**src/rtl/mem_pkg.sv**
```systemverilog
// Shared encodings and helpers for the memory-access pipeline stage.
package mem_pkg;

  // Access size encoding used on MemRead_i / MemWrite_i
  localparam logic [1:0] SZ_NONE = 2'd0;
  localparam logic [1:0] SZ_BYTE = 2'd1;
  localparam logic [1:0] SZ_HALF = 2'd2;
  localparam logic [1:0] SZ_WORD = 2'd3;

  // Transaction FSM states
  typedef enum logic [1:0] {
    ST_IDLE   = 2'd0,
    ST_ACCESS = 2'd1,
    ST_DONE   = 2'd2
  } state_e;

  // Byte enables for an access of the given size at byte offset off
  function automatic logic [3:0] byte_en(input logic [1:0] size, input logic [1:0] off);
    logic [3:0] be;
    case (size)
      SZ_BYTE: be = 4'b0001 << off;
      SZ_HALF: be = 4'b0011 << {off[1], 1'b0};
      SZ_WORD: be = 4'b1111;
      default: be = 4'b0000;
    endcase
    return be;
  endfunction

  // Replicate store data across all lanes so any enabled lane sees it
  function automatic logic [31:0] replicate(input logic [1:0] size, input logic [31:0] wd);
    logic [31:0] r;
    case (size)
      SZ_BYTE: r = {4{wd[7:0]}};
      SZ_HALF: r = {2{wd[15:0]}};
      SZ_WORD: r = wd;
      default: r = 32'd0;
    endcase
    return r;
  endfunction

  // Natural-alignment check; byte accesses can never be misaligned
  function automatic logic misaligned(input logic [1:0] size, input logic [1:0] off);
    logic m;
    case (size)
      SZ_HALF: m = off[0];
      SZ_WORD: m = (off != 2'b00);
      default: m = 1'b0;
    endcase
    return m;
  endfunction

endpackage

```
**src/rtl/mem_stage_if.sv**
```systemverilog
// Data-memory request/acknowledge bus between the memory stage and the data memory.
interface mem_stage_if;
  logic        req;
  logic        we;
  logic [31:0] addr;
  logic [3:0]  be;
  logic [31:0] wdata;
  logic        ack;
  logic [31:0] rdata;

  modport master (output req, we, addr, be, wdata, input ack, rdata);
  modport slave  (input req, we, addr, be, wdata, output ack, rdata);
endinterface

```
**src/rtl/mem_stage_load_align.sv**
```systemverilog
// Selects the addressed lane of a read word and sign-extends it to 32 bits.
module load_align
  import mem_pkg::*;
(
  input  logic [31:0] rdata_i,
  input  logic [1:0]  addr_i,
  input  logic [1:0]  size_i,
  output logic [31:0] data_o
);

  logic [7:0]  byte_s;
  logic [15:0] half_s;

  // Lane select followed by sign extension according to access size
  always_comb begin
    case (addr_i)
      2'd0:    byte_s = rdata_i[7:0];
      2'd1:    byte_s = rdata_i[15:8];
      2'd2:    byte_s = rdata_i[23:16];
      2'd3:    byte_s = rdata_i[31:24];
      default: byte_s = 8'd0;
    endcase
    if (addr_i[1]) begin
      half_s = rdata_i[31:16];
    end else begin
      half_s = rdata_i[15:0];
    end
    case (size_i)
      SZ_BYTE: data_o = {{24{byte_s[7]}}, byte_s};
      SZ_HALF: data_o = {{16{half_s[15]}}, half_s};
      SZ_WORD: data_o = rdata_i;
      default: data_o = 32'd0;
    endcase
  end

endmodule

```
**src/rtl/mem_stage.sv**
```systemverilog
// Memory-access pipeline stage: runs one dmem transaction per load/store,
// stalls the front of the pipeline while it is outstanding, and holds MEM/WB.
module mem_stage
  import mem_pkg::*;
(
  input  logic        clk_i,
  input  logic        rst_i,
  input  logic        start_i,
  input  logic        RegWrite_i,
  input  logic        MemToReg_i,
  input  logic [1:0]  MemRead_i,
  input  logic [1:0]  MemWrite_i,
  input  logic [4:0]  RegAddr_i,
  input  logic [31:0] ALUdata_i,
  input  logic [31:0] WriteData_i,
  mem_stage_if.master dmem,
  output logic        mem_stall_o,
  output logic [31:0] MEM_ALU_result_o,
  output logic        RegWrite_o,
  output logic        MemToReg_o,
  output logic [4:0]  RegAddr_o,
  output logic [31:0] ALUdata_o,
  output logic [31:0] MemData_o,
  output logic        misalign_o
);

  state_e      state_q, state_d;
  logic        req_q, req_d;
  logic        we_q, we_d;
  logic [31:0] addr_q, addr_d;
  logic [3:0]  be_q, be_d;
  logic [31:0] wdata_q, wdata_d;
  logic [31:0] rdata_q, rdata_d;
  logic        misal_q, misal_d;
  logic        rw_q, rw_d;
  logic        m2r_q, m2r_d;
  logic [4:0]  ra_q, ra_d;
  logic [31:0] alu_q, alu_d;
  logic [31:0] md_q, md_d;

  logic [1:0]  size_s;
  logic        is_write_s;
  logic        is_read_s;
  logic        pending_s;
  logic        misal_s;
  logic        issue_s;
  logic [31:0] aligned_s;

  // Decode the EX/MEM access: a store wins over a simultaneous load
  always_comb begin
    is_write_s = (MemWrite_i != SZ_NONE);
    if (is_write_s) begin
      size_s = MemWrite_i;
    end else begin
      size_s = MemRead_i;
    end
    is_read_s = !is_write_s && (MemRead_i != SZ_NONE);
    pending_s = (size_s != SZ_NONE);
    misal_s   = pending_s && misaligned(size_s, ALUdata_i[1:0]);
    issue_s   = pending_s && !misal_s;
  end

  // EX/MEM is frozen until DONE, so its address bits still describe the latched read
  load_align u_load_align (
    .rdata_i (rdata_q),
    .addr_i  (ALUdata_i[1:0]),
    .size_i  (MemRead_i),
    .data_o  (aligned_s)
  );

  // Next-state logic for the FSM, transaction latches and MEM/WB register
  always_comb begin
    state_d = state_q;
    req_d   = req_q;
    we_d    = we_q;
    addr_d  = addr_q;
    be_d    = be_q;
    wdata_d = wdata_q;
    rdata_d = rdata_q;
    misal_d = misal_q;
    rw_d    = rw_q;
    m2r_d   = m2r_q;
    ra_d    = ra_q;
    alu_d   = alu_q;
    md_d    = md_q;
    if (start_i) begin
      case (state_q)
        ST_IDLE: begin
          if (issue_s) begin
            state_d = ST_ACCESS;
            req_d   = 1'b1;
            we_d    = is_write_s;
            addr_d  = {ALUdata_i[31:2], 2'b00};
            be_d    = byte_en(size_s, ALUdata_i[1:0]);
            wdata_d = replicate(size_s, WriteData_i);
          end else begin
            // Non-memory or misaligned: pass straight through to MEM/WB
            state_d = ST_IDLE;
            misal_d = misal_q | misal_s;
            rw_d    = RegWrite_i;
            m2r_d   = MemToReg_i;
            ra_d    = RegAddr_i;
            alu_d   = ALUdata_i;
            md_d    = 32'd0;
          end
        end
        ST_ACCESS: begin
          if (dmem.ack) begin
            state_d = ST_DONE;
            req_d   = 1'b0;
            if (!we_q) begin
              rdata_d = dmem.rdata;
            end else begin
              rdata_d = rdata_q;
            end
          end else begin
            state_d = ST_ACCESS;
          end
        end
        ST_DONE: begin
          state_d = ST_IDLE;
          rw_d    = RegWrite_i;
          m2r_d   = MemToReg_i;
          ra_d    = RegAddr_i;
          alu_d   = ALUdata_i;
          if (is_read_s) begin
            md_d = aligned_s;
          end else begin
            md_d = 32'd0;
          end
        end
        default: begin
          state_d = ST_IDLE;
          req_d   = 1'b0;
        end
      endcase
    end else begin
      state_d = state_q;
    end
  end

  // Single register bank for FSM, transaction latches and MEM/WB
  always_ff @(posedge clk_i or negedge rst_i) begin
    if (!rst_i) begin
      state_q <= ST_IDLE;
      req_q   <= 1'b0;
      we_q    <= 1'b0;
      addr_q  <= 32'd0;
      be_q    <= 4'd0;
      wdata_q <= 32'd0;
      rdata_q <= 32'd0;
      misal_q <= 1'b0;
      rw_q    <= 1'b0;
      m2r_q   <= 1'b0;
      ra_q    <= 5'd0;
      alu_q   <= 32'd0;
      md_q    <= 32'd0;
    end else begin
      state_q <= state_d;
      req_q   <= req_d;
      we_q    <= we_d;
      addr_q  <= addr_d;
      be_q    <= be_d;
      wdata_q <= wdata_d;
      rdata_q <= rdata_d;
      misal_q <= misal_d;
      rw_q    <= rw_d;
      m2r_q   <= m2r_d;
      ra_q    <= ra_d;
      alu_q   <= alu_d;
      md_q    <= md_d;
    end
  end

  // Stall covers the issuing IDLE cycle and all of ACCESS; gated so it drops with reset
  always_comb begin
    if (!rst_i) begin
      mem_stall_o = 1'b0;
    end else if (state_q == ST_ACCESS) begin
      mem_stall_o = 1'b1;
    end else begin
      mem_stall_o = (state_q == ST_IDLE) && start_i && issue_s;
    end
  end

  assign dmem.req         = req_q;
  assign dmem.we          = we_q;
  assign dmem.addr        = addr_q;
  assign dmem.be          = be_q;
  assign dmem.wdata       = wdata_q;
  assign MEM_ALU_result_o = ALUdata_i;
  assign RegWrite_o       = rw_q;
  assign MemToReg_o       = m2r_q;
  assign RegAddr_o        = ra_q;
  assign ALUdata_o        = alu_q;
  assign MemData_o        = md_q;
  assign misalign_o       = misal_q;

endmodule

```
**src/flat_wrapper.sv**
```systemverilog
// flat-port wrapper written by rule: the top's interface ports become plain ports
module mem_stage_flat import mem_pkg::*;
  (clk_i, rst_i, start_i, RegWrite_i, MemToReg_i, MemRead_i, MemWrite_i, RegAddr_i, ALUdata_i, WriteData_i, mem_stall_o, MEM_ALU_result_o, RegWrite_o, MemToReg_o, RegAddr_o, ALUdata_o, MemData_o, misalign_o, dmem_req, dmem_we, dmem_addr, dmem_be, dmem_wdata, dmem_ack, dmem_rdata);
  mem_stage_if dmem_i ();
  input  logic clk_i;
  input  logic rst_i;
  input  logic start_i;
  input  logic RegWrite_i;
  input  logic MemToReg_i;
  input  logic [1:0] MemRead_i;
  input  logic [1:0] MemWrite_i;
  input  logic [4:0] RegAddr_i;
  input  logic [31:0] ALUdata_i;
  input  logic [31:0] WriteData_i;
  output logic mem_stall_o;
  output logic [31:0] MEM_ALU_result_o;
  output logic RegWrite_o;
  output logic MemToReg_o;
  output logic [4:0] RegAddr_o;
  output logic [31:0] ALUdata_o;
  output logic [31:0] MemData_o;
  output logic misalign_o;
  output wire logic [$bits(dmem_i.req)-1:0] dmem_req;
  output wire logic [$bits(dmem_i.we)-1:0] dmem_we;
  output wire logic [$bits(dmem_i.addr)-1:0] dmem_addr;
  output wire logic [$bits(dmem_i.be)-1:0] dmem_be;
  output wire logic [$bits(dmem_i.wdata)-1:0] dmem_wdata;
  input wire logic [$bits(dmem_i.ack)-1:0] dmem_ack;
  input wire logic [$bits(dmem_i.rdata)-1:0] dmem_rdata;
  assign dmem_req = dmem_i.req;
  assign dmem_we = dmem_i.we;
  assign dmem_addr = dmem_i.addr;
  assign dmem_be = dmem_i.be;
  assign dmem_wdata = dmem_i.wdata;
  assign dmem_i.ack = dmem_ack;
  assign dmem_i.rdata = dmem_rdata;
  mem_stage u_core (.clk_i(clk_i), .rst_i(rst_i), .start_i(start_i), .RegWrite_i(RegWrite_i), .MemToReg_i(MemToReg_i), .MemRead_i(MemRead_i), .MemWrite_i(MemWrite_i), .RegAddr_i(RegAddr_i), .ALUdata_i(ALUdata_i), .WriteData_i(WriteData_i), .dmem(dmem_i), .mem_stall_o(mem_stall_o), .MEM_ALU_result_o(MEM_ALU_result_o), .RegWrite_o(RegWrite_o), .MemToReg_o(MemToReg_o), .RegAddr_o(RegAddr_o), .ALUdata_o(ALUdata_o), .MemData_o(MemData_o), .misalign_o(misalign_o));
endmodule
```
**config.mk**
```make
export PLATFORM = sky130hd
export DESIGN_NAME = mem_stage_flat
export DESIGN_NICKNAME = d
export VERILOG_FILES = /design/src/rtl/mem_pkg.sv /design/src/rtl/mem_stage_if.sv /design/src/rtl/mem_stage_load_align.sv /design/src/rtl/mem_stage.sv /design/src/flat_wrapper.sv
export SDC_FILE = /design/constraint.sdc
export NUM_CORES = 1
export LEC_CHECK = 0
export ABC_AREA = 0
export BUFFER_PORTS_ARGS = -buffer_cell sky130_fd_sc_hd__buf_2
export CAP_MARGIN = 20
export CORE_MARGIN = 3
export CORE_UTILIZATION = 54
export DETAILED_ROUTE_END_ITERATION = 6
export PLACE_DENSITY = 0.85
export REMOVE_ABC_BUFFERS = 1
export SLEW_MARGIN = 5
export SYNTH_ARGS = -nofsm -noshare
export SYNTH_HDL_FRONTEND = slang
export SYNTH_SLANG_ARGS = --single-unit
```
**constraint.sdc**
```tcl
create_clock -name clk_i -period 6.1 [get_ports clk_i]
set_clock_uncertainty 0.15 [all_clocks]
set_input_delay 1.525 -clock clk_i [delete_from_list [all_inputs] [get_ports clk_i]]
set_output_delay 1.525 -clock clk_i [all_outputs]
set_load 0.02 [all_outputs]
```
# After elaboration in Yosys (flattened, before gate mapping)
# Cells that the tools add are included.
[classes]
mux = 26
mul = 0
n_eq_ne = 14
reduce_logical = 19
add_sub_neg = 0
bitwise = 4
div_mod_pow = 0
n_shift = 2
magnitude_cmp = 0
[ops]
columns = ["cell", "count"]
rows = [
  ["one-hot mux 32 bit (3 select lines)", 2],
  ["one-hot mux 32 bit (2 select lines)", 2],
  ["two-way mux 32 bit", 3],
  ["one-hot mux 8 bit (4 select lines)", 1],
  ["two-way mux 16 bit", 1],
  ["== test 2 bit (second input constant)", 7],
  ["one-hot mux 4 bit (3 select lines)", 1],
  ["one-hot mux 5 bit (2 select lines)", 1],
  ["nonzero test 2 bit", 5],
  ["AND reduction 3 bit", 3],
  ["== test 2 x 1 -> 1 bit (second input constant)", 4],
  ["AND reduction 4 bit", 2],
  ["two-way mux 1 bit", 7],
  ["one-hot mux 1 bit (2 select lines)", 3],
  ["logical AND 1 bit", 5],
  ["two-way mux 5 bit", 1],
  ["zero test 2 bit", 2],
  ["two-way mux 2 bit", 2],
  ["!= test 2 bit (second input constant)", 2],
  ["one-hot mux 2 bit (2 select lines)", 1],
  ["left shift 1 x 2 -> 4 bit (first input constant)", 1],
  ["left shift 2 x 2 -> 4 bit (first input constant)", 1],
  ["inverter 1 bit", 3],
  ["one-hot mux 1 bit (3 select lines)", 1],
  ["3 further kinds", 4],
]
[word_totals]
latchBits = 0
ram_bits = 0
inputBits = 111
output_inout_bits = 175
word_cells = 78
memories = 0
mem_bits_ro = 0
ff_bits = 174

# Logic depth before layout (Yosys ltp)
# Gate-level depths: netlist (run 1).
[logic_depth]
ltp_word = 10
ltp_mapped = 8
ltp_nobuf = 4

# By module
# Synthesis (run 1) repeated with hierarchy kept, for this count alone.
[hier_totals]
cells_unflattened = 642
hier_area_um2 = 8431.8
[modules_own_cells]
columns = ["module", "seq_area_each_um2", "n_inst", "cells_per_inst", "area_per_inst_um2"]
rows = [
  ["mem_stage", 4354.2, 1, 548, 7679.9],
  ["load_align", 0.0, 1, 94, 752.0],
]

# Worst setup path after synthesis (run 1)
# OpenSTA, ideal clock, no wires.
[synth_timing]
path_type = "input to output"
from = "in MemWrite_i[0]"
to = "out mem_stall_o"
slack_ps = 1353
cell_stages = 6
required_time_ps = 4425
arrival_ps = 3072
path_cell_list = "buf_2 > a21o_1 > a211oi_2 > nand2_2 > buf_2 > a21boi_0"
[synth_between]
elab_chain_cells = 10
elab_cells_between_ends = 12
classes_between = "eq/ne (2); mux (4); reduce/logical (6)"
[synth_lines]
columns = ["item", "line_no", "rtl"]
rows = [
  ["start, declared", "flat_wrapper.sv:11", "input logic [1:0] MemWrite_i;"],
  ["nonzero test 2 bit", "mem_stage.sv:51", "is_write_s = (MemWrite_i != SZ_NONE);"],
  ["two-way mux 2 bit *", "mem_stage.sv:52", "if (is_write_s) begin"],
  ["== test 2 bit", "mem_pkg.sv:44", "case (size)"],
  ["one-hot mux 1 bit (2 select lines)", "mem_pkg.sv:44", ""],
  ["logical AND 1 bit", "mem_stage.sv:59", "misal_s = pending_s && misaligned(size_s, ALUdata_i[1:0]);"],
  ["zero test 1 bit", "mem_stage.sv:60", "issue_s = pending_s && !misal_s;"],
  ["logical AND 1 bit *", "mem_stage.sv:60", ""],
  ["logical AND 1 bit *", "mem_stage.sv:182", "mem_stall_o = (state_q == ST_IDLE) && start_i && issue_s;"],
  ["two-way mux 1 bit *", "mem_stage.sv:179", "end else if (state_q == ST_ACCESS) begin"],
  ["two-way mux 1 bit *", "mem_stage.sv:177", "if (!rst_i) begin"],
  ["end, declared", "flat_wrapper.sv:15", "output logic mem_stall_o;"],
]
# Every way passes the cells marked *; elsewhere a longest branch is shown, timed or not.

# Final worst setup path (run 1)
[layout_timing]
from = "in ALUdata_i[1]"
to = "out mem_stall_o"
[layout_between]
elab_chain_cells = 8
[layout_lines]
columns = ["item", "line_no", "rtl"]
rows = [
  ["start, declared", "flat_wrapper.sv:13", "input logic [31:0] ALUdata_i;"],
  ["nonzero test 2 bit", "mem_pkg.sv:46", "SZ_WORD: m = (off != 2'b00);"],
  ["one-hot mux 1 bit (2 select lines)", "mem_pkg.sv:44", ""],
  ["logical AND 1 bit", "mem_stage.sv:59", ""],
  ["zero test 1 bit", "mem_stage.sv:60", ""],
  ["logical AND 1 bit", "mem_stage.sv:60", ""],
  ["logical AND 1 bit", "mem_stage.sv:182", ""],
  ["two-way mux 1 bit", "mem_stage.sv:179", ""],
  ["two-way mux 1 bit", "mem_stage.sv:177", ""],
]
# No other way between the ends.

==> impl_table.tex, run 1 <==
\begin{tabular}{lr}
\hline
Metric & Value \\
\hline
\multicolumn{2}{l}{\textbf{Finish}} \\
\quad Diode count & 0 \\
\quad Area grow syn2layout & 22.04\% \\
\quad Fraction of layout instances using a drive strength above 1 & a little under half \\
\quad Net count reported at finish & $\sim$1000 \\
\quad Post-layout util & between 60\% and 70\% \\
\multicolumn{2}{l}{\textbf{Logic synthesis}} \\
\quad Sequential cell area fraction in the yosys report & between 50\% and 60\% \\
\quad Number of enable flip-flop cells after synthesis & 0 \\
\quad Count of state elements after synthesis & 174 \\
\quad Total standard cell area after synthesis & $\sim$8200 sq um \\
\quad Top cell type's share of synthesized area & a little over half \\
\quad Most area-hungry cell type in the Yosys netlist & dfrtp\_1 \\
\quad Synth top area cells & dfrtp\_1 53\%, mux2\_2 11\%, mux2\_1 8.4\% \\
\quad Ys Warns & 0 \\
\quad Post-synth top flop & dfrtp\_1 \\
\quad Distinct cells, synth & 47 \\
\quad Post-Synthesis Mean Instance Area & around 12 sq um \\
\quad Share of flip-flops with an asynchronous set or reset after synthesis & 100.0\% \\
\quad Instance count of the mapped netlist & 661 \\
\multicolumn{2}{l}{\textbf{Worst setup path}} \\
\quad Top fanout value on the critical path & 30 \\
\quad Crit path capture type & output port \\
\quad Crit path top cell by count & buf\_2 \\
\quad Slowest cell delay on critical path & approximately 0.34 ns \\
\quad Required time at the endpoint of the critical path & about 4.4 ns \\
\quad Bufs and invs on worst path & 3 \\
\quad Stages on the worst setup path & 7 \\
\quad Cell with the largest stage delay on the worst path & nand2\_2 \\
\quad Cell type group with the largest total delay on the critical path & buffers and inverters \\
\quad FF-to-FF path depth & 6 \\
\quad WS Path Type & in -> out \\
\quad Endpoint arrival time on the critical path & 3.43 ns \\
\quad Ordered list of cells on the worst path & buf\_2 -> and3b\_1 -> o311ai\_4 -> buf\_4 -> nand2\_2 -> a21boi\_0 -> buf\_2 \\
\quad Kind of launch point of the worst setup path & input pin \\
\multicolumn{2}{l}{\textbf{STA}} \\
\quad Worst relative slew slack & 33.43\% \\
\quad Hold violation total from the final report & 0 \\
\quad Max frequency & 195.9 MHz \\
\quad Summed negative setup slack over all endpoints & 0 ns \\
\quad Final count of pins violating max slew & 0 \\
\quad Post-layout worst setup margin & 0.9955 ns \\
\quad Final critical path time including I/O delays and setup & 5.104 ns \\
\quad Worst Max-Slew Pin Slew & around 1.0 ns \\
\quad Ratio of final minimum period to clock period & a little over four fifths \\
\quad Final-report setup violation count & 0 \\
\quad RSZ-0062 raised after global routing & false \\
\multicolumn{2}{l}{\textbf{Place}} \\
\quad Half-perimeter wire length of the detailed placement result & around 16 mm \\
\quad Port bufs & 283 \\
\quad Gp weighted congestion & between 0.8 and 0.9 \\
\quad Worst slack at placement & between 1 and 1.5 ns \\
\multicolumn{2}{l}{\textbf{Min path}} \\
\quad Min-Delay Path Depth & 1 \\
\quad Classification of the worst-slack hold path & reg -> reg \\
\multicolumn{2}{l}{\textbf{Routing}} \\
\quad WL per Instance & roughly 20 microns \\
\quad Number of remaining DRC errors & 0 \\
\quad Number of DRC markers after the initial detailed-route iteration & 649 \\
\quad Post-detailed-routing wire length & approximately 22 mm \\
\quad Vias per inst & roughly 6 \\
\quad Via total after detailed routing & approximately 6400 \\
\quad Remaining antenna violation count & 0 \\
\quad Drt pass-1 iters & 7 \\
\multicolumn{2}{l}{\textbf{Clock network}} \\
\quad CTS clock-pin slew for the worst setup and hold paths & 0.06 ns \\
\quad Clock tree root driver cell & clkbuf\_16 \\
\quad Number of clock buffers inserted by TritonCTS & 17 \\
\quad H-tree depth & 4 \\
\quad Clock network latency to the later pin of the worst-skew pair & around 0.42 ns \\
\quad Cts-stage hold buffer count & 0 \\
\quad Buffers inserted by post-CTS timing repair & 0 \\
\quad Total of cells resized after clock tree synthesis & 0 \\
\quad TritonCTS clock tree & built \\
\quad TritonCTS sink count & approximately 170 \\
\quad Maximum clock insertion buffer count & 2 \\
\multicolumn{2}{l}{\textbf{Global routing}} \\
\quad Pin count of the biggest net entering global routing & 72 \\
\quad Number of global-route vias before repair & between 6000 and 7000 \\
\quad Total gr overflow & 0 \\
\quad Overall Global Routing Usage & a little over a quarter \\
\quad Antenna violations before repair & 0 \\
\quad First-pass GRT wire length & about 34 mm \\
\multicolumn{2}{l}{\textbf{Floorplanning}} \\
\quad Core area & roughly 15000 sq um \\
\quad Initial Util & 55.78\% \\
\quad Die boundary width & between 100 and 150 microns \\
\quad Count of pins on the block boundary & between 200 and 300 \\
\quad Die ar. & between 15000 and 20000 sq um \\
\quad Die outline height & $\sim$130 microns \\
\quad Row Count & 44 \\
\multicolumn{2}{l}{\textbf{Job}} \\
\quad Max\_cap viols & 0 \\
\multicolumn{2}{l}{\textbf{Status}} \\
\quad Outcome & finished clean \\
\multicolumn{2}{l}{\textbf{Power and ir drop}} \\
\quad P\_leak & slightly below 5 nW \\
\quad Power Density & 479.2 nW/um\^{}2 \\
\quad Worst-case vdd ir drop & approximately 0.00034 V \\
\hline
\end{tabular}
## cells by family after synthesis
group | share of synthesized area [%]
buffers and inverters | 7.035
xor gates and xnor gates | 0.1068
other | 0.04574
and+or+nand+nor | 4.380
muxes | 21.96
AOI/OAI and AO/OA | 13.37
DFF | 53.11
## registers in the layout, indices dropped and copies added (netlist names)
signal             count
u_core.dmem.be         4
u_core.rdata_q        32
u_core.RegWrite_o      1
u_core.dmem.addr      30
u_core.dmem.we         1
u_core.MemToReg_o      1
u_core.ALUdata_o      32
u_core.dmem.req        1
u_core.MemData_o      32
u_core.dmem.wdata     32
u_core.RegAddr_o       5
u_core.misalign_o      1
u_core.state_q         2
## worst paths after layout
check                               startpoint              endpoint  slack (ns)
setup / recovery                  ALUdata_i[1]           mem_stall_o         1.0
hold / removal             u_core.RegAddr_o[4]   u_core.RegAddr_o[4]        0.33
setup reg to reg             u_core.state_q[0]  u_core.dmem.addr[28]        3.21
hold reg to reg            u_core.RegAddr_o[4]   u_core.RegAddr_o[4]        0.33
max in group asynchronous                rst_i  u_core.dmem.wdata[5]        3.64
min in group asynchronous                rst_i  u_core.MemData_o[24]        0.90
## routing by layer
metal	global-route usage [%]	up-vias	part of all wire (%)
met5	0	-	0
met2	41.83	327	50
met1	34.86	3180	39
li1	-	2830	-
met4	10.07	0	2.9
met3	6.925	43	7.4
## power by group
group	leakage, nW	total [mW]	internal, mW	switching, mW
Clock	0.265	1.04	0.576	0.462
Sequential	2.12	1.94	1.63	0.312
Combinational	2.48	1.81	0.740	1.07
## metrics by stage
step                      hold WS [ns]  std cells  area [sq um]  power [mW]
after floorplan                 0.3324        578          7705       3.020
after global placement          0.3072       1056          9442       3.693
after detailed placement        0.3192       1056          9442       3.771
after CTS                       0.3341       1088         10000       4.817
after global routing            0.3431       1089         10010       5.038
final                           0.3302       1089         10010       4.795
## layout by cell type, fill, tap and decap left out, types with 3 or more instances in the layout
| cell | n |
|---|---|
| a21o_1 | 10 |
| a21oi_1 | 56 |
| a22o_1 | 8 |
| a31oi_1 | 20 |
| buf_2 | 282 |
| buf_4 | 11 |
| clkbuf_16 | 17 |
| clkinv_2 | 3 |
| clkinvlp_4 | 4 |
| dfrtp_1 | 174 |
| inv_1 | 21 |
| mux2_1 | 61 |
| mux2_2 | 82 |
| mux4_2 | 8 |
| nand2_1 | 22 |
| nand2b_1 | 20 |
| nand3_1 | 10 |
| nor2b_1 | 3 |
| o211ai_1 | 15 |
| o21ai_0 | 13 |
| o221a_2 | 8 |
| o221ai_1 | 7 |
| o22ai_1 | 8 |
## final cells by class
class,instances,area [sq um]
Fill cell,1067,4693
Multi-Input combinational cell,383,3273
Clock inverter,12,112.6
Tap cell,184,230.2
Clock buffer,20,446.7
Sequential cell,174,4354
Inverter,21,78.83
Timing Repair Buffer,295,1510
## Yosys cell counts, drive strengths merged, types with 2 or more instances
master,n
a21oi,56
o221ai,7
buf,64
o21bai,2
a32oi,2
o211ai,15
nand2b,20
nor2b,3
nor2,2
dfrtp,174
a22o,8
a21o,10
nand2,23
a211oi,2
inv,21
mux4,8
a31oi,21
clkbuf,20
o22ai,8
and3,2
o221a,8
o21ai,13
and2,2
mux2,143
nand3,10
o311a,2
or2,2
No activity file was read; power rests on OpenSTA's default activity.
==> run 2: changes to the inputs <==
--- a/config.mk
+++ b/config.mk
@@ -5,13 +5,13 @@
 export SDC_FILE = /design/constraint.sdc
 export NUM_CORES = 1
 export LEC_CHECK = 0
-export ABC_AREA = 0
+export ABC_AREA = 1
 export BUFFER_PORTS_ARGS = -buffer_cell sky130_fd_sc_hd__buf_2
 export CAP_MARGIN = 20
 export CORE_MARGIN = 3
-export CORE_UTILIZATION = 54
+export CORE_UTILIZATION = 51
 export DETAILED_ROUTE_END_ITERATION = 6
-export PLACE_DENSITY = 0.85
+export PLACE_DENSITY = 0.81
 export REMOVE_ABC_BUFFERS = 1
 export SLEW_MARGIN = 5
 export SYNTH_ARGS = -nofsm -noshare
==> constraint.sdc (replaced) <==
create_clock -name clk_i -period 5.2 [get_ports clk_i]
set_clock_uncertainty 0.15 [all_clocks]
set_input_delay 1.3 -clock clk_i [delete_from_list [all_inputs] [get_ports clk_i]]
set_output_delay 1.3 -clock clk_i [all_outputs]
set_load 0.02 [all_outputs]
==> impl_table.tex, run 2 <==
\begin{tabular}{lr}
\hline
Metric & Value \\
\hline
\multicolumn{2}{l}{\textbf{Floorplanning}} \\
\quad Die ar. & 17880 sq um (was 16700 sq um) \\
\quad Initial Util & 52.19\% (was 55.78\%) \\
\quad Die outline height & 133.7 microns (was 129.2 microns) \\
\quad Row Count & 46 (was 44) \\
\quad Die boundary width & 133.7 microns (was 129.2 microns) \\
\quad Core area & 15940 sq um (was 14700 sq um) \\
\quad Count of pins on the block boundary & 286 (unchanged) \\
\multicolumn{2}{l}{\textbf{Logic synthesis}} \\
\quad Sequential cell area fraction in the yosys report & 52.33\% (was 53.11\%) \\
\quad Share of flip-flops with an asynchronous set or reset after synthesis & 100.0\% (unchanged) \\
\quad Distinct cells, synth & 21 (was 47) \\
\quad Total standard cell area after synthesis & 8320 sq um (was 8199 sq um) \\
\quad Post-Synthesis Mean Instance Area & 7.726 sq um (was 12.40 sq um) \\
\quad Multiplexer fraction of the synthesized cell area & 0\% (was 21.96\%) \\
\quad Main combinational cell family by area after synthesis & simple AND/OR/NAND/NOR gates (was multiplexers) \\
\quad Number of enable flip-flop cells after synthesis & 0 (unchanged) \\
\quad Instance count of the mapped netlist & 1077 (was 661) \\
\quad Most instantiated cells after synthesis & 357 x nand2\_1, 174 x dfrtp\_1, 147 x nand3\_1 (was 174 x dfrtp\_1, 82 x mux2\_2, 61 x mux2\_1) \\
\quad Leading cell type by number of instances after synthesis & nand2\_1 (was dfrtp\_1) \\
\quad Simple-Gate Fraction of Synth Area & 29.82\% (was 4.380\%) \\
\quad Post-synthesis share of cell area spent on xor and xnor gates & 0\% (was 0.1068\%) \\
\quad Top cell type's share of synthesized area & 52.33\% (was 53.11\%) \\
\quad Post-synth top flop & dfrtp\_1 (unchanged) \\
\quad Arithmetic-cell share of the synthesized area counting full adders, half adders and majority gates & 0\% (unchanged) \\
\quad Synth top area cells & dfrtp\_1 52\%, nand2\_1 16\%, nand3\_1 8.8\% (was dfrtp\_1 53\%, mux2\_2 11\%, mux2\_1 8.4\%) \\
\quad Share of the synthesized area in compound gates (AO/OA/AOI/OAI) & 8.647\% (was 13.37\%) \\
\quad Most area-hungry cell type in the Yosys netlist & dfrtp\_1 (unchanged) \\
\quad Ys Warns & 0 (unchanged) \\
\quad Count of state elements after synthesis & 174 (unchanged) \\
\multicolumn{2}{l}{\textbf{Power and ir drop}} \\
\quad P\_leak & 5.877 nW (was 4.860 nW) \\
\quad Worst-case vdd ir drop & 0.0002357 V (was 0.0003373 V) \\
\quad Power Density & 487.7 nW/um\^{}2 (was 479.2 nW/um\^{}2) \\
\multicolumn{2}{l}{\textbf{Clock network}} \\
\quad Clock tree root driver cell & clkbuf\_16 (unchanged) \\
\quad Maximum clock insertion buffer count & 2 (unchanged) \\
\quad Number of clock buffers inserted by TritonCTS & 17 (unchanged) \\
\quad Total of cells resized after clock tree synthesis & 0 (unchanged) \\
\quad H-tree depth & 4 (unchanged) \\
\quad TritonCTS clock tree & built (unchanged) \\
\quad Buffers inserted by post-CTS timing repair & 0 (unchanged) \\
\quad Clock network latency to the later pin of the worst-skew pair & 0.42 ns (about the same) \\
\quad TritonCTS sink count & 174 (unchanged) \\
\quad Cts-stage hold buffer count & 0 (unchanged) \\
\quad CTS clock-pin slew for the worst setup and hold paths & 0.06 ns (about the same) \\
\multicolumn{2}{l}{\textbf{Worst setup path}} \\
\quad WS Path Type & in -> out (unchanged) \\
\quad Required time at the endpoint of the critical path & 3.75 ns (was 4.43 ns) \\
\quad Top fanout value on the critical path & 15 (was 30) \\
\quad Slowest cell delay on critical path & 0.21 ns (was 0.34 ns) \\
\quad Crit path capture type & output port (unchanged) \\
\quad Endpoint arrival time on the critical path & 2.50 ns (was 3.43 ns) \\
\quad Cell with the largest stage delay on the worst path & buf\_4 (was nand2\_2) \\
\quad Kind of launch point of the worst setup path & input pin (unchanged) \\
\quad Ordered list of cells on the worst path & buf\_2 -> inv\_1 -> o21ai\_2 -> buf\_4 -> nand3\_1 -> nand2\_2 -> nand2\_2 -> a21boi\_0 -> buf\_2 (was buf\_2 -> and3b\_1 -> o311ai\_4 -> buf\_4 -> nand2\_2 -> a21boi\_0 -> buf\_2) \\
\multicolumn{2}{l}{\textbf{Place}} \\
\quad Half-perimeter wire length of the detailed placement result & 15.96 mm (was 15.84 mm) \\
\quad Port bufs & 283 (unchanged) \\
\quad Cell Area, Placed & 9590 sq um (was 9442 sq um) \\
\quad Gp weighted congestion & 0.8399 (was 0.8295) \\
\quad Cell total after placement & 1493 (was 1056) \\
\quad Worst slack at placement & 1.279 ns (was 1.023 ns) \\
\multicolumn{2}{l}{\textbf{STA}} \\
\quad Final count of pins violating max slew & 0 (unchanged) \\
\quad Final-report setup violation count & 0 (unchanged) \\
\quad Worst relative slew slack & 28.69\% (was 33.43\%) \\
\quad Max frequency & between 200 and 300 MHz \\
\quad Ratio of final minimum period to clock period & about 76\% \\
\quad Summed negative setup slack over all endpoints & 0 ns (unchanged) \\
\quad Worst hold slack & 0.3159 ns (was 0.3302 ns) \\
\quad Final critical path time including I/O delays and setup & around 3.9 ns \\
\quad Worst Max-Slew Pin Slew & 1.067 ns (was 0.9985 ns) \\
\quad Hold violation total from the final report & 0 (unchanged) \\
\quad Post-layout worst setup margin & 1.254 ns (was 0.9955 ns) \\
\quad RSZ-0062 raised after global routing & false (unchanged) \\
\multicolumn{2}{l}{\textbf{Routing}} \\
\quad Top layer reached by signal wires & met5 (was met4) \\
\quad Via total after detailed routing & 8025 (was 6380) \\
\quad Vias per inst & 5.269 (was 5.859) \\
\quad WL per Instance & 15.70 microns (was 20.57 microns) \\
\quad Post-detailed-routing wire length & 23.91 mm (was 22.40 mm) \\
\quad Routed length on met1 & 9.824 mm (was 8.838 mm) \\
\quad Number of remaining DRC errors & 0 (unchanged) \\
\quad Number of DRC markers after the initial detailed-route iteration & 608 (was 649) \\
\quad Met3 WL & 1.854 mm (was 1.660 mm) \\
\quad Remaining antenna violation count & 0 (unchanged) \\
\quad Drt pass-1 iters & 5 (was 7) \\
\quad DR WL met2 & 11.54 mm (was 11.25 mm) \\
\multicolumn{2}{l}{\textbf{Finish}} \\
\quad Post-route cell area & 10190 sq um (was 10010 sq um) \\
\quad Fraction of layout instances using a drive strength above 1 & 25.71\% (was 47.62\%) \\
\quad Commonest cells after routing, fill and taps aside & 356 x nand2\_1, 282 x buf\_2, 174 x dfrtp\_1, 147 x nand3\_1, 114 x a21oi\_1 (was 282 x buf\_2, 174 x dfrtp\_1, 82 x mux2\_2, 61 x mux2\_1, 56 x a21oi\_1) \\
\quad Count of placed standard cells in the final layout, fillers left out & 1523 (was 1089) \\
\quad Area grow syn2layout & 22.47\% (was 22.04\%) \\
\quad Diode count & 0 (unchanged) \\
\quad Most common cell after layout, fill and taps aside & nand2\_1 (was buf\_2) \\
\quad Total of fill cells in the finished design & 1413 (was 1067) \\
\quad Net count reported at finish & 1408 (was 1003) \\
\multicolumn{2}{l}{\textbf{Min path}} \\
\quad Classification of the worst-slack hold path & reg -> reg (unchanged) \\
\multicolumn{2}{l}{\textbf{Global routing}} \\
\quad Total gr overflow & 0 (unchanged) \\
\quad Overall Global Routing Usage & 26.87\% (was 26.30\%) \\
\quad Antenna violations before repair & 1 (was 0) \\
\quad Number of global-route vias before repair & 7594 (was 6323) \\
\quad Pin count of the biggest net entering global routing & 86 (was 72) \\
\quad First-pass GRT wire length & 38.38 mm (was 33.69 mm) \\
\multicolumn{2}{l}{\textbf{Job}} \\
\quad Max\_cap viols & 0 (unchanged) \\
\multicolumn{2}{l}{\textbf{Status}} \\
\quad Outcome & finished clean (unchanged) \\
\hline
\end{tabular}
[run 2: cell count changes after synthesis, moves of 13 or more]
cell	delta
nand2_1	+335
nand3_1	+137
nor2_1	+96
mux2_2	-82
mux2_1	-61
a21oi_1	+58
inv_1	+29
a31oi_1	-20
nand2b_1	-20
o211ai_1	-15
clkbuf_1	+13
[run 2: area by class of cell]
type	instances	area, sq um	area share (%)
inverter	54	202.7	1.989
tap	216	270.3	2.652
multi-input combinational	751	3221	31.61
clock buffer	23	467.9	4.592
timing repair buffer	299	1563	15.34
clock inverter	6	111.4	1.093
sequential	174	4354	42.73
[run 2: final timing paths]
path	to	start	slack (ns)	depth (start not counted)
min in group asynchronous	u_core.MemData_o[15]	rst_i	0.62	1
worst min-delay path	u_core.ALUdata_o[11]	u_core.ALUdata_o[11]	0.32	2
max in group asynchronous	u_core.dmem.wdata[31]	rst_i	2.21	3
worst max-delay path	mem_stall_o	MemRead_i[1]	1.25	9
worst max register to register	u_core.ALUdata_o[21]	u_core.state_q[0]	2.97	5
worst min register to register	u_core.ALUdata_o[11]	u_core.ALUdata_o[11]	0.32	2
[run 2: cells by family (layout without fill, tap and decap cells)]
kind of cell	after synthesis	in the layout
AND/OR/NAND/NOR	608	608
buffers and inverters	153	382
flip-flops	174	174
AO/OA/AOI/OAI	141	141
other	1	2
[run 2: per-layer routing]
| metal | vias to the layer above | global-route usage, % |
|---|---|---|
| met2 | 360 | 42.90 |
| met1 | 3753 | 35.40 |
| met3 | 53 | 6.080 |
| met5 | - | 0 |
| met4 | 2 | 11.71 |
| li1 | 3857 | - |
[run 2: worst max-delay path: cells and delay by family]
family          cells  cell delay [ns]
simple gates        3             0.28
compound gates      2             0.31
buf+inv             4             0.60
[run 2: metrics by stage]
stage | power (mW) | utilization (%)
2_1_floorplan | 3.020 | -
3_3_place_gp | 3.658 | 60.06
3_5_place_dp | 3.706 | 60.16
4_1_cts | 4.988 | 63.79
5_1_grt | 5.275 | 63.91
6_report | 4.969 | 63.91
[run 2: report_power, final]
part / leakage (nW) / switching (mW) / total [mW] / internal, mW
registers: 2.15 / 0.228 / 2.01 / 1.78
logic: 3.44 / 1.15 / 1.67 / 0.527
clock network: 0.279 / 0.512 / 1.29 / 0.774
==> run 3: changes to the inputs <==
--- a/config.mk
+++ b/config.mk
@@ -5,13 +5,13 @@
 export SDC_FILE = /design/constraint.sdc
 export NUM_CORES = 1
 export LEC_CHECK = 0
-export ABC_AREA = 1
+export ABC_AREA = 0
 export BUFFER_PORTS_ARGS = -buffer_cell sky130_fd_sc_hd__buf_2
 export CAP_MARGIN = 20
 export CORE_MARGIN = 3
-export CORE_UTILIZATION = 51
+export CORE_UTILIZATION = 46
 export DETAILED_ROUTE_END_ITERATION = 6
-export PLACE_DENSITY = 0.81
+export PLACE_DENSITY = 0.77
 export REMOVE_ABC_BUFFERS = 1
 export SLEW_MARGIN = 5
 export SYNTH_ARGS = -nofsm -noshare
==> constraint.sdc (replaced) <==
create_clock -name clk_i -period 3.3 [get_ports clk_i]
set_clock_uncertainty 0.15 [all_clocks]
set_input_delay 0.825 -clock clk_i [delete_from_list [all_inputs] [get_ports clk_i]]
set_output_delay 0.825 -clock clk_i [all_outputs]
set_load 0.02 [all_outputs]
==> impl_table.tex, run 3 (same netlist as run 1, synthesis figures left out) <==
\begin{tabular}{lr}
\hline
Metric & Value \\
\hline
\multicolumn{2}{l}{\textbf{Power and ir drop}} \\
\quad Total power & 8.957 mW (was 4.969 mW) \\
\quad Power Density & 878.2 nW/um\^{}2 (was 487.7 nW/um\^{}2) \\
\quad Worst-case vdd ir drop & 0.0005010 V (was 0.0002357 V) \\
\quad P\_leak & 4.926 nW (was 5.877 nW) \\
\multicolumn{2}{l}{\textbf{STA}} \\
\quad RSZ-0062 raised after global routing & false (unchanged) \\
\quad Summed negative setup slack over all endpoints & 0 ns (unchanged) \\
\quad Final critical path time including I/O delays and setup & a little over 3 ns \\
\quad Ratio of final minimum period to clock period & between 90\% and 100\% \\
\quad Worst Max-Slew Pin Slew & 0.9569 ns (was 1.067 ns) \\
\quad Worst relative slew slack & 36.21\% (was 28.69\%) \\
\quad Hold violation total from the final report & 0 (unchanged) \\
\quad Max frequency & $\sim$330 MHz \\
\quad Post-layout worst setup margin & 0.2408 ns (was 1.254 ns) \\
\quad Final-report setup violation count & 0 (unchanged) \\
\quad Final count of pins violating max slew & 0 (unchanged) \\
\multicolumn{2}{l}{\textbf{Clock network}} \\
\quad Number of clock buffers inserted by TritonCTS & 17 (unchanged) \\
\quad TritonCTS clock tree & built (unchanged) \\
\quad Clock network latency to the later pin of the worst-skew pair & 0.43 ns (was 0.42 ns) \\
\quad Total of cells resized after clock tree synthesis & 0 (unchanged) \\
\quad Cts-stage hold buffer count & 0 (unchanged) \\
\quad TritonCTS sink count & 174 (unchanged) \\
\quad H-tree depth & 4 (unchanged) \\
\quad Maximum clock insertion buffer count & 2 (unchanged) \\
\quad CTS clock-pin slew for the worst setup and hold paths & 0.06 ns (about the same) \\
\quad Buffers inserted by post-CTS timing repair & 0 (unchanged) \\
\quad Clock tree root driver cell & clkbuf\_16 (unchanged) \\
\multicolumn{2}{l}{\textbf{Routing}} \\
\quad Number of DRC markers after the initial detailed-route iteration & 462 (was 608) \\
\quad Via total after detailed routing & 6409 (was 8025) \\
\quad Remaining antenna violation count & 0 (unchanged) \\
\quad Number of remaining DRC errors & 0 (unchanged) \\
\quad WL per Instance & 19.18 microns (was 15.70 microns) \\
\quad Post-detailed-routing wire length & 21.85 mm (was 23.91 mm) \\
\quad Vias per inst & 5.627 (was 5.269) \\
\quad Drt pass-1 iters & 7 (was 5) \\
\multicolumn{2}{l}{\textbf{Finish}} \\
\quad Post-route cell area & 10200 sq um (was 10190 sq um) \\
\quad Area grow syn2layout & 24.40\% (was 22.47\%) \\
\quad Diode count & 0 (unchanged) \\
\quad Fraction of layout instances using a drive strength above 1 & 48.36\% (was 25.71\%) \\
\quad Most common cell after layout, fill and taps aside & buf\_2 (was nand2\_1) \\
\quad Commonest cells after routing, fill and taps aside & 282 x buf\_2, 174 x dfrtp\_1, 82 x mux2\_2, 61 x mux2\_1, 56 x a21oi\_1 (was 356 x nand2\_1, 282 x buf\_2, 174 x dfrtp\_1, 147 x nand3\_1, 114 x a21oi\_1) \\
\quad Post-layout util & 58.77\% (was 63.91\%) \\
\quad Net count reported at finish & 1012 (was 1408) \\
\multicolumn{2}{l}{\textbf{Worst setup path}} \\
\quad Crit path capture type & output port (unchanged) \\
\quad Required time at the endpoint of the critical path & 2.32 ns (was 3.75 ns) \\
\quad Startpoint of the worst setup timing path & MemWrite\_i[1] (was MemRead\_i[1]) \\
\quad Ordered list of cells on the worst path & buf\_2 -> and3b\_1 -> o311ai\_4 -> nand2\_2 -> a21boi\_0 -> buf\_2 (was buf\_2 -> inv\_1 -> o21ai\_2 -> buf\_4 -> nand3\_1 -> nand2\_2 -> nand2\_2 -> a21boi\_0 -> buf\_2) \\
\quad Reg2Reg Setup Slack & 0.95 ns (was 2.97 ns) \\
\quad Top fanout value on the critical path & 13 (was 15) \\
\quad Kind of launch point of the worst setup path & input pin (unchanged) \\
\quad Endpoint arrival time on the critical path & 2.08 ns (was 2.50 ns) \\
\quad Crit path top cell by count & buf\_2 \\
\quad Cell with the largest stage delay on the worst path & o311ai\_4 (was buf\_4) \\
\quad Worst flop-to-flop path startpoint & u\_core.state\_q[0] (unchanged) \\
\quad Slowest cell delay on critical path & 0.31 ns (was 0.21 ns) \\
\quad WS Path Type & in -> out (unchanged) \\
\multicolumn{2}{l}{\textbf{Floorplanning}} \\
\quad Count of pins on the block boundary & 286 (unchanged) \\
\quad Die outline height & 139.5 microns (was 133.7 microns) \\
\quad Row Count & 48 (was 46) \\
\quad Die boundary width & 139.5 microns (was 133.7 microns) \\
\quad Initial Util & 47.24\% (was 52.19\%) \\
\quad Core area & 17360 sq um (was 15940 sq um) \\
\quad Die ar. & 19460 sq um (was 17880 sq um) \\
\multicolumn{2}{l}{\textbf{Global routing}} \\
\quad Number of global-route vias before repair & 6455 (was 7594) \\
\quad Antenna violations before repair & 0 (was 1) \\
\quad Total gr overflow & 0 (unchanged) \\
\quad First-pass GRT wire length & 34.99 mm (was 38.38 mm) \\
\quad Overall Global Routing Usage & 22.50\% (was 26.87\%) \\
\quad Pin count of the biggest net entering global routing & 175 (was 86) \\
\multicolumn{2}{l}{\textbf{Place}} \\
\quad Half-perimeter wire length of the detailed placement result & 15.19 mm (was 15.96 mm) \\
\quad Port bufs & 283 (unchanged) \\
\quad Worst slack at placement & 0.2536 ns (was 1.279 ns) \\
\quad Gp weighted congestion & 0.7963 (was 0.8399) \\
\quad Cell Area, Placed & 9605 sq um (was 9590 sq um) \\
\multicolumn{2}{l}{\textbf{Status}} \\
\quad Outcome & finished clean (unchanged) \\
\multicolumn{2}{l}{\textbf{Min path}} \\
\quad Classification of the worst-slack hold path & reg -> reg (unchanged) \\
\quad Hold path start & u\_core.ALUdata\_o[0] (was u\_core.ALUdata\_o[11]) \\
\multicolumn{2}{l}{\textbf{Job}} \\
\quad Max\_cap viols & 0 (unchanged) \\
\hline
\end{tabular}
[run 3: path summary, 6_finish.rpt]
check,end,depth (start not counted)
min reg2reg,u_core.ALUdata_o[0],1
max reg2reg,u_core.dmem.wdata[21],6
min in group asynchronous,u_core.rdata_q[4],2
max,mem_stall_o,6
max in group asynchronous,u_core.rdata_q[17],2
min,u_core.ALUdata_o[0],1
[run 3: per-stage QoR]
step                      cells  hold slack, ns
after global routing       1139          0.3488
after floorplan             578          0.3324
after global placement     1107          0.3128
final                      1139          0.3294
after CTS                  1139          0.3337
after detailed placement   1107          0.3191
[run 3: routing by layer]
layer  vias up  share of wire, %  wire [microns]  global-route usage, %
met4         0               3.2             689                  9.114
met2       287                50           10870                  37.63
met3        49               6.7            1459                  5.430
met1      3215                40            8828                  28.18
met5         -                 0               0                      0
li1       2858                 -               -                      -
[run 3: cell type report]
type                       instances  area [sq um]
fill                            1416          7157
sequential                       174          4354
tap                              225         281.5
clock inverter                    14         155.1
clock buffer                      18         439.2
inverter                          21         78.83
timing repair buffer             304          1618
multi-input combinational        383          3273
[run 3: power breakdown]
group | switching (mW) | leakage [nW] | internal (mW) | total, mW
clock | 0.895 | 0.276 | 1.15 | 2.04
combinational | 1.96 | 2.53 | 1.39 | 3.35
sequential | 0.545 | 2.12 | 3.02 | 3.56
total | 3.40 | 4.93 | 5.56 | 8.96
[run 3: worst max-delay path: cells and delay by family]
family          cells  cell delay [ns]
buf+inv             2             0.42
compound gates      2             0.51
simple gates        2             0.31
